===== src/rtl/button_events.sv =====
// button_events: classifies a debounced button level into press/release/click/double-click/long-press pulses
module button_events #(
    parameter int LONG_TIME   = 16,
    parameter int DCLICK_TIME = 8,
    parameter int CNT_W       = 8
) (
    input  logic clk,
    input  logic rst,
    input  logic in_i,
    output logic press_o,
    output logic release_o,
    output logic click_o,
    output logic double_click_o,
    output logic long_press_o,
    output logic busy_o
);
    typedef enum logic [2:0] {IDLE, DOWN1, WAIT2, DOWN2, HOLD} state_t;

    localparam logic [CNT_W-1:0] LONG_LAST = CNT_W'(LONG_TIME - 1);
    localparam logic [CNT_W-1:0] WAIT_LAST = CNT_W'(DCLICK_TIME - 1);

    state_t           state_q, state_d;
    logic [CNT_W-1:0] timer_q, timer_d;
    logic             in_q;
    logic             press_q, release_q, click_q, dclick_q, long_q, busy_q;
    logic             click_d, dclick_d, long_d;
    logic             rise, fall, long_hit, wait_hit;

    assign rise     = in_i & ~in_q;
    assign fall     = ~in_i & in_q;
    assign long_hit = in_i && timer_q == LONG_LAST;
    assign wait_hit = timer_q == WAIT_LAST;

    assign press_o        = press_q;
    assign release_o      = release_q;
    assign click_o        = click_q;
    assign double_click_o = dclick_q;
    assign long_press_o   = long_q;
    assign busy_o         = busy_q;

    // Gesture FSM: fall beats the long threshold and rise beats the click window expiry
    always_comb begin
        state_d  = state_q;
        click_d  = 1'b0;
        dclick_d = 1'b0;
        long_d   = 1'b0;
        case (state_q)
            IDLE:  if (rise) state_d = DOWN1;
            DOWN1: begin
                if (fall) state_d = WAIT2;
                else if (long_hit) begin
                    state_d = HOLD;
                    long_d  = 1'b1;
                end
            end
            WAIT2: begin
                if (rise) state_d = DOWN2;
                else if (wait_hit) begin
                    state_d = IDLE;
                    click_d = 1'b1;
                end
            end
            DOWN2: begin
                if (fall) begin
                    state_d  = IDLE;
                    dclick_d = 1'b1;
                end else if (long_hit) begin
                    state_d = HOLD;
                    long_d  = 1'b1;
                end
            end
            HOLD:    if (fall) state_d = IDLE;
            default: state_d = IDLE;
        endcase
        timer_d = (state_d != state_q) ? '0 : (&timer_q ? timer_q : timer_q + CNT_W'(1));
    end

    // State, timer, edge history and registered event outputs
    always_ff @(posedge clk or posedge rst) begin
        if (rst) begin
            state_q   <= IDLE;
            timer_q   <= '0;
            in_q      <= 1'b0;
            press_q   <= 1'b0;
            release_q <= 1'b0;
            click_q   <= 1'b0;
            dclick_q  <= 1'b0;
            long_q    <= 1'b0;
            busy_q    <= 1'b0;
        end else begin
            state_q   <= state_d;
            timer_q   <= timer_d;
            in_q      <= in_i;
            press_q   <= rise;
            release_q <= fall;
            click_q   <= click_d;
            dclick_q  <= dclick_d;
            long_q    <= long_d;
            busy_q    <= state_q != IDLE;
        end
    end
endmodule


===== config.mk =====
export PLATFORM = sky130hd
export DESIGN_NAME = button_events
export DESIGN_NICKNAME = d
export VERILOG_FILES = /design/src/rtl/button_events.sv
export SDC_FILE = /design/constraint.sdc
export NUM_CORES = 1
export LEC_CHECK = 0
export ABC_CLOCK_PERIOD_IN_PS = 3580
export CORE_MARGIN = 3
export CORE_UTILIZATION = 50
export CTS_BUF_LIST = sky130_fd_sc_hd__clkbuf_2 sky130_fd_sc_hd__clkbuf_4 sky130_fd_sc_hd__clkbuf_8
export DETAILED_ROUTE_END_ITERATION = 6
export PLACE_DENSITY = 0.79
export SLEW_MARGIN = 20
export SYNTH_ARGS = -nofsm -noshare
export SYNTH_HDL_FRONTEND = slang
export SYNTH_SLANG_ARGS = --single-unit

===== constraint.sdc =====
create_clock -name clk -period 3.58 [get_ports clk]
set_clock_uncertainty 0.2 [all_clocks]
set_input_delay 1.074 -clock clk [delete_from_list [all_inputs] [get_ports clk]]
set_output_delay 1.074 -clock clk [all_outputs]
set_load 0.02 [all_outputs]

# After elaboration in Yosys (flattened, before gate mapping)
# Cells that the tools add are included.
[word_totals] ff_bits=18 output_inout_bits=6 wordCells=45
[classes] n_addsub=1 eq_ne=8 n_mux=18 bitwise=4 reduce_logical=5
[ops] cell="$mux W3" count=7
[ops] cell="$mux W8" count=2
[ops] cell="$pmux W3 S5" count=1
[ops] cell="$add A8 B1 Y8 const B" count=1
[ops] cell="$eq A8 B3 Y1 const B" count=1
[ops] cell="$eq A8 B4 Y1 const B" count=1
[ops] cell="$mux W1" count=8
[ops] cell="$reduce_and A8 Y1" count=1
[ops] cell="$eq A3 B2 Y1 const B" count=2
[ops] cell="$eq A3 B1 Y1 const B" count=1
[ops] cell="$eq A3 B3 Y1 const B" count=1
[ops] cell="$logic_not A3 Y1" count=1
[ops] cell="$ne A3 B3 Y1" count=1
[ops] cell="$reduce_bool A3 Y1" count=1
[ops] cell="$and A1 B1 Y1" count=2
[ops] cell="$ne A2 B2 Y1 const B" count=1
[ops] cell="$not A1 Y1" count=2
[ops] cell="$reduce_or A2 Y1" count=1
[ops] cell="$logic_and A1 B1 Y1" count=1

# Logic depth before layout (Yosys ltp)
[logic_depth] depth_word=7 depth_mapped=6 mapped_depth_nobuf=6

# Worst setup path before layout
# OpenSTA, ideal clock, no wires.
[synth_timing] path_type="in2reg" startpoint="input port in_i" endpoint="register timer_q[3]" setup_time_ps=95 arrival_time_ps=2084 slack_ps=1201 cell_stages=5 path_cell_list="nor2b_1 > o31ai_1 > a221oi_1 > o2111ai_2 > a211oi_1"
[synth_via] elab_chain_cells=6 elab_cells_between_ends=14
[synth_rtl] element="start: declaration" line="9" text="input logic in_i,"
[synth_rtl] element="$logic_and A1 B1 Y1 / $not A1 Y1 (equally long branches)" line="31, 30"
[synth_rtl] element="$mux W3 / $and A1 B1 Y1 (equally long branches)" line="51, 67, 30"
[synth_rtl] element="$mux W3 (on tied branches)" line="64, 50, 72"
[synth_rtl] element="$pmux W3 S5 (*)" line="47" text="case (state_q)"
[synth_rtl] element="$ne A3 B3 Y1 (*)" line="75" text="timer_d = (state_d != state_q) ? '0 : (&timer_q ? timer_q : timer_q + CNT_W'(1));"
[synth_rtl] element="$ne A2 B2 Y1 (no source line) / $mux W8 (equally long branches)"
[synth_rtl] element="end signal: assignment" line="92" text="timer_q <= timer_d;"
[synth_rtl] element="end: declaration" line="23" text="logic [CNT_W-1:0] timer_q, timer_d;"
# Mark *: on every way between the ends. The rest lies on a longest branch, timed or not.
# A chain may end at the register's enable or synchronous reset.

# Worst setup path after layout
[layout_timing] startpoint="input port in_i" endpoint="register timer_q[3]"
[layout_via] elab_cells_between_ends=14
[layout_rtl] element="$and A1 B1 Y1 (*)" line="29" text="assign rise = in_i & ~in_q;"
[layout_rtl] element="net rise" line="27" text="logic rise, fall, long_hit, wait_hit;"
[layout_rtl] element="$mux W3 (on tied branches)" line="57, 48"
[layout_rtl] element="$pmux W3 S5 (*)" line="47"
[layout_rtl] element="$ne A3 B3 Y1 (*)" line="75"
[layout_rtl] element="$ne A2 B2 Y1 (no source line) / $mux W8 (equally long branches)"
# The timed path passes the listed nets; every way through them passes the cells marked *.

==> metrics.md <==
| Metric | Value |
|---|---|
| End of the critical path | `timer_q[3]` |
| Clk_lat worst skew | `0.29 ns` |
| Max Transition Viols Final | `0` |
| # clock sinks | `18` |
| Grt total ovfl | `0` |
| EDFF count, synth | `0` |
| Yosys cell types | `34` |
| Finished Layout Cells | `116` |
| Ant diodes | `0` |
| Via/cell ratio | `5.59` |
| Status | `finished, final reports clean` |
| Count of input and output buffers | `8` |
| Routed len/inst | `12.8 microns` |
| Die height | `48.6 microns` |
| Initial detailed-routing violation count | `24` |
| Vias in the first global route | `573` |
| Initial antenna violation count | `0` |
| CP max FO | `8` |
| Crit path DAT | `roughly 2.9 ns` |
| Synthesized flop and latch total | `18` |
| Worst Max-Slew Pin Slew | `0.672 ns` |
| Nets | `about 100` |
| Top_reg_cell synth | `dfrtp_1` |
| Placed Cells incl. Taps | `roughly 110` |
| Flop2flop setup slack | `1.36 ns` |
| Share of post-route cells with drive strength above 1 | `9.78%` |
| Clock-pin slew on the worst setup and hold paths | `around 0.09 ns` |
| Power, Total | `0.000508 W` |
| Post-CTS setup buffer count | `0` |
| Synth Area per Inst | `10.7 sq um` |
| Crit path from | `in_i` |
| H-tree Lvls | `1` |
| PostCTS Resize Cnt | `0` |
| Worst setup SP type | `primary input` |
| Final hold viol count | `0` |
| Overall routed net length | `1480 microns` |
| Cts hold-fix bufs | `0` |
| Row count | `14` |
| DIE AREA | `2360 sq um` |
| Clk buf depth | `2` |
| Nature of the critical path endpoint | `flop` |
| Min-Delay Path Class | `reg2reg` |
| DR pass1 iterations | `4` |
| Max IR drop VDD | `between 0.0003 and 0.0004 V` |
| Post-Syn Nets | `89` |
| Leakage | `about 0.45 nW` |
| Gate Count Post-Synth | `85` |
| Critical Path RT | `about 3.6 ns` |
| Final Critical Period | `just under 3 ns` |
| RSZ-0062 raised after global routing | `false` |
| TritonCTS clock tree | `done` |
| CORE AREA | `between 1500 and 2000 sq um` |
| Seq/Total Area, Yosys | `between 40% and 50%` |
| Core Util, Final | `between 60 and 70%` |
| Worst reg2reg startpoint | `timer_q[4]` |
| Synth Warn # | `0` |
| CTS Root Cell | `clkbuf_4` |
| Largest net degree at the start of global routing | `19` |
| Reg2Reg Depth | `5` |
| Final period util | `between 80 and 90%` |
| Starting Density | `56.2%` |
| Num ports | `9` |
| Critical path class | `in2reg` |
| P&R area growth vs syn | `9.39%` |
| DP HPWL | `1050 microns` |
| DRC | `0` |
| RR Endpoint | `timer_q[0]` |
| Max_slew headroom | `55.2%` |
| Setup Viol. Count Final | `0` |
| TritonCTS Buffers | `3` |
| First-pass GRT wire length | `about 2600 microns` |
| Async SR Flop Fraction | `100%` |
| Post-Syn Area | `906 sq um` |
| Final antenna-violating net count | `0` |
| Pwr Density | `513 nW/um^2` |
| Placer congestion estimate | `0.781` |
| Vias | `approximately 650` |
| Max Freq | `347 MHz` |
| Max-Cap Viols | `0` |
| All-Layer GR Usage | `14.4%` |
| Die width | `between 40 and 50 microns` |
| Final TNS setup | `0 ns` |
worst max-delay path: stages:
cell,delay (ns)
clkdlybuf4s50_1,0.53
nor2b_1,0.34
o31ai_1,0.12
a221oi_1,0.30
o2111ai_2,0.27
a211oi_1,0.25
synth_stat cells (2+ instances only):
master | count | area share, %
dfrtp_1 | 18 | 50
nor2_1 | 10 | 4.1
nand2_1 | 6 | 2.5
nor3_1 | 5 | 2.8
a21oi_1 | 4 | 2.2
and3_1 | 3 | 2.1
buf_6 | 3 | 3.7
nand3_1 | 3 | 1.7
a211oi_1 | 2 | 1.7
and2_1 | 2 | 1.4
inv_1 | 2 | 0.83
mux2i_1 | 2 | 2.2
nand3b_1 | 2 | 1.7
nor2b_1 | 2 | 1.4
xor2_1 | 2 | 1.9
through the flow:
stage	hold slack, ns	area, sq um	worst slack [ns]
2_1_floorplan	0.238	906	1.20
3_3_place_gp	0.262	968	0.516
3_5_place_dp	0.281	968	0.415
4_1_cts	0.289	991	0.731
5_1_grt	0.340	991	0.563
6_report	0.296	991	0.697
area by class of cell:
type	instances	area, sq um
inverters	2	7.51
flip-flops and latches	18	450
repair buffers	8	80.1
fillers	144	621
multi-input cells	61	400
well taps	24	30.0
clock buffers	3	22.5
registers in the layout (all words and copies together), names as in the netlist:
register / cells
long_press_o: 1
press_o: 1
click_o: 1
release_o: 1
in_q: 1
busy_o: 1
state_q: 3
timer_q: 8
double_click_o: 1
cells by family (layout without fill, tap and decap cells):
family	after synthesis	count (layout)	share of synthesized area, %
multiplexers	2	2	2.21
AO/OA/AOI/OAI	15	15	13.0
buffers and inverters	6	13	6.08
AND/OR/NAND/NOR	41	41	25.7
flip-flops	18	18	49.7
XOR/XNOR	2	2	1.93
adder cells (fa/ha/maj)	1	1	1.38
where the power goes:
part,leakage [nW],switching [W],internal (W),total (W)
Clock,0.0138,0.0000550,0.0000391,0.0000942
Combinational,0.204,0.0000728,0.0000584,0.000131
Sequential,0.236,0.0000438,0.000239,0.000283
placed cells by master, fill, tap and decap left out, types with 3 or more instances in the layout:
cell and instances:
a21oi_1 4, and3_1 3, clkbuf_4 3, clkdlybuf4s50_1 8, dfrtp_1 18, nand2_1 6
nand3_1 3, nor2_1 10, nor3_1 5
per-layer routing:
layer,track usage [%],vias up,share of wire (%)
li1,-,321,-
met1,18.7,296,47
met2,22.7,29,45
met3,2.15,2,5.9
met4,8.53,0,2.0
met5,0,-,0
worst min path at each step:
| stage | end | slack (ns) | cells past startpoint | startpoint |
|---|---|---|---|---|
| 3_5_place_dp | press_o | 0.28 | 1 | in_q |
| 3_3_place_gp | press_o | 0.26 | 1 | in_q |
| 4_1_cts | press_o | 0.29 | 1 | in_q |
| 6_report | press_o | 0.30 | 1 | in_q |
| 5_1_grt | press_o | 0.34 | 1 | in_q |
| 2_1_floorplan | press_o | 0.24 | 1 | in_q |
Power figures use the tool's default switching activity.
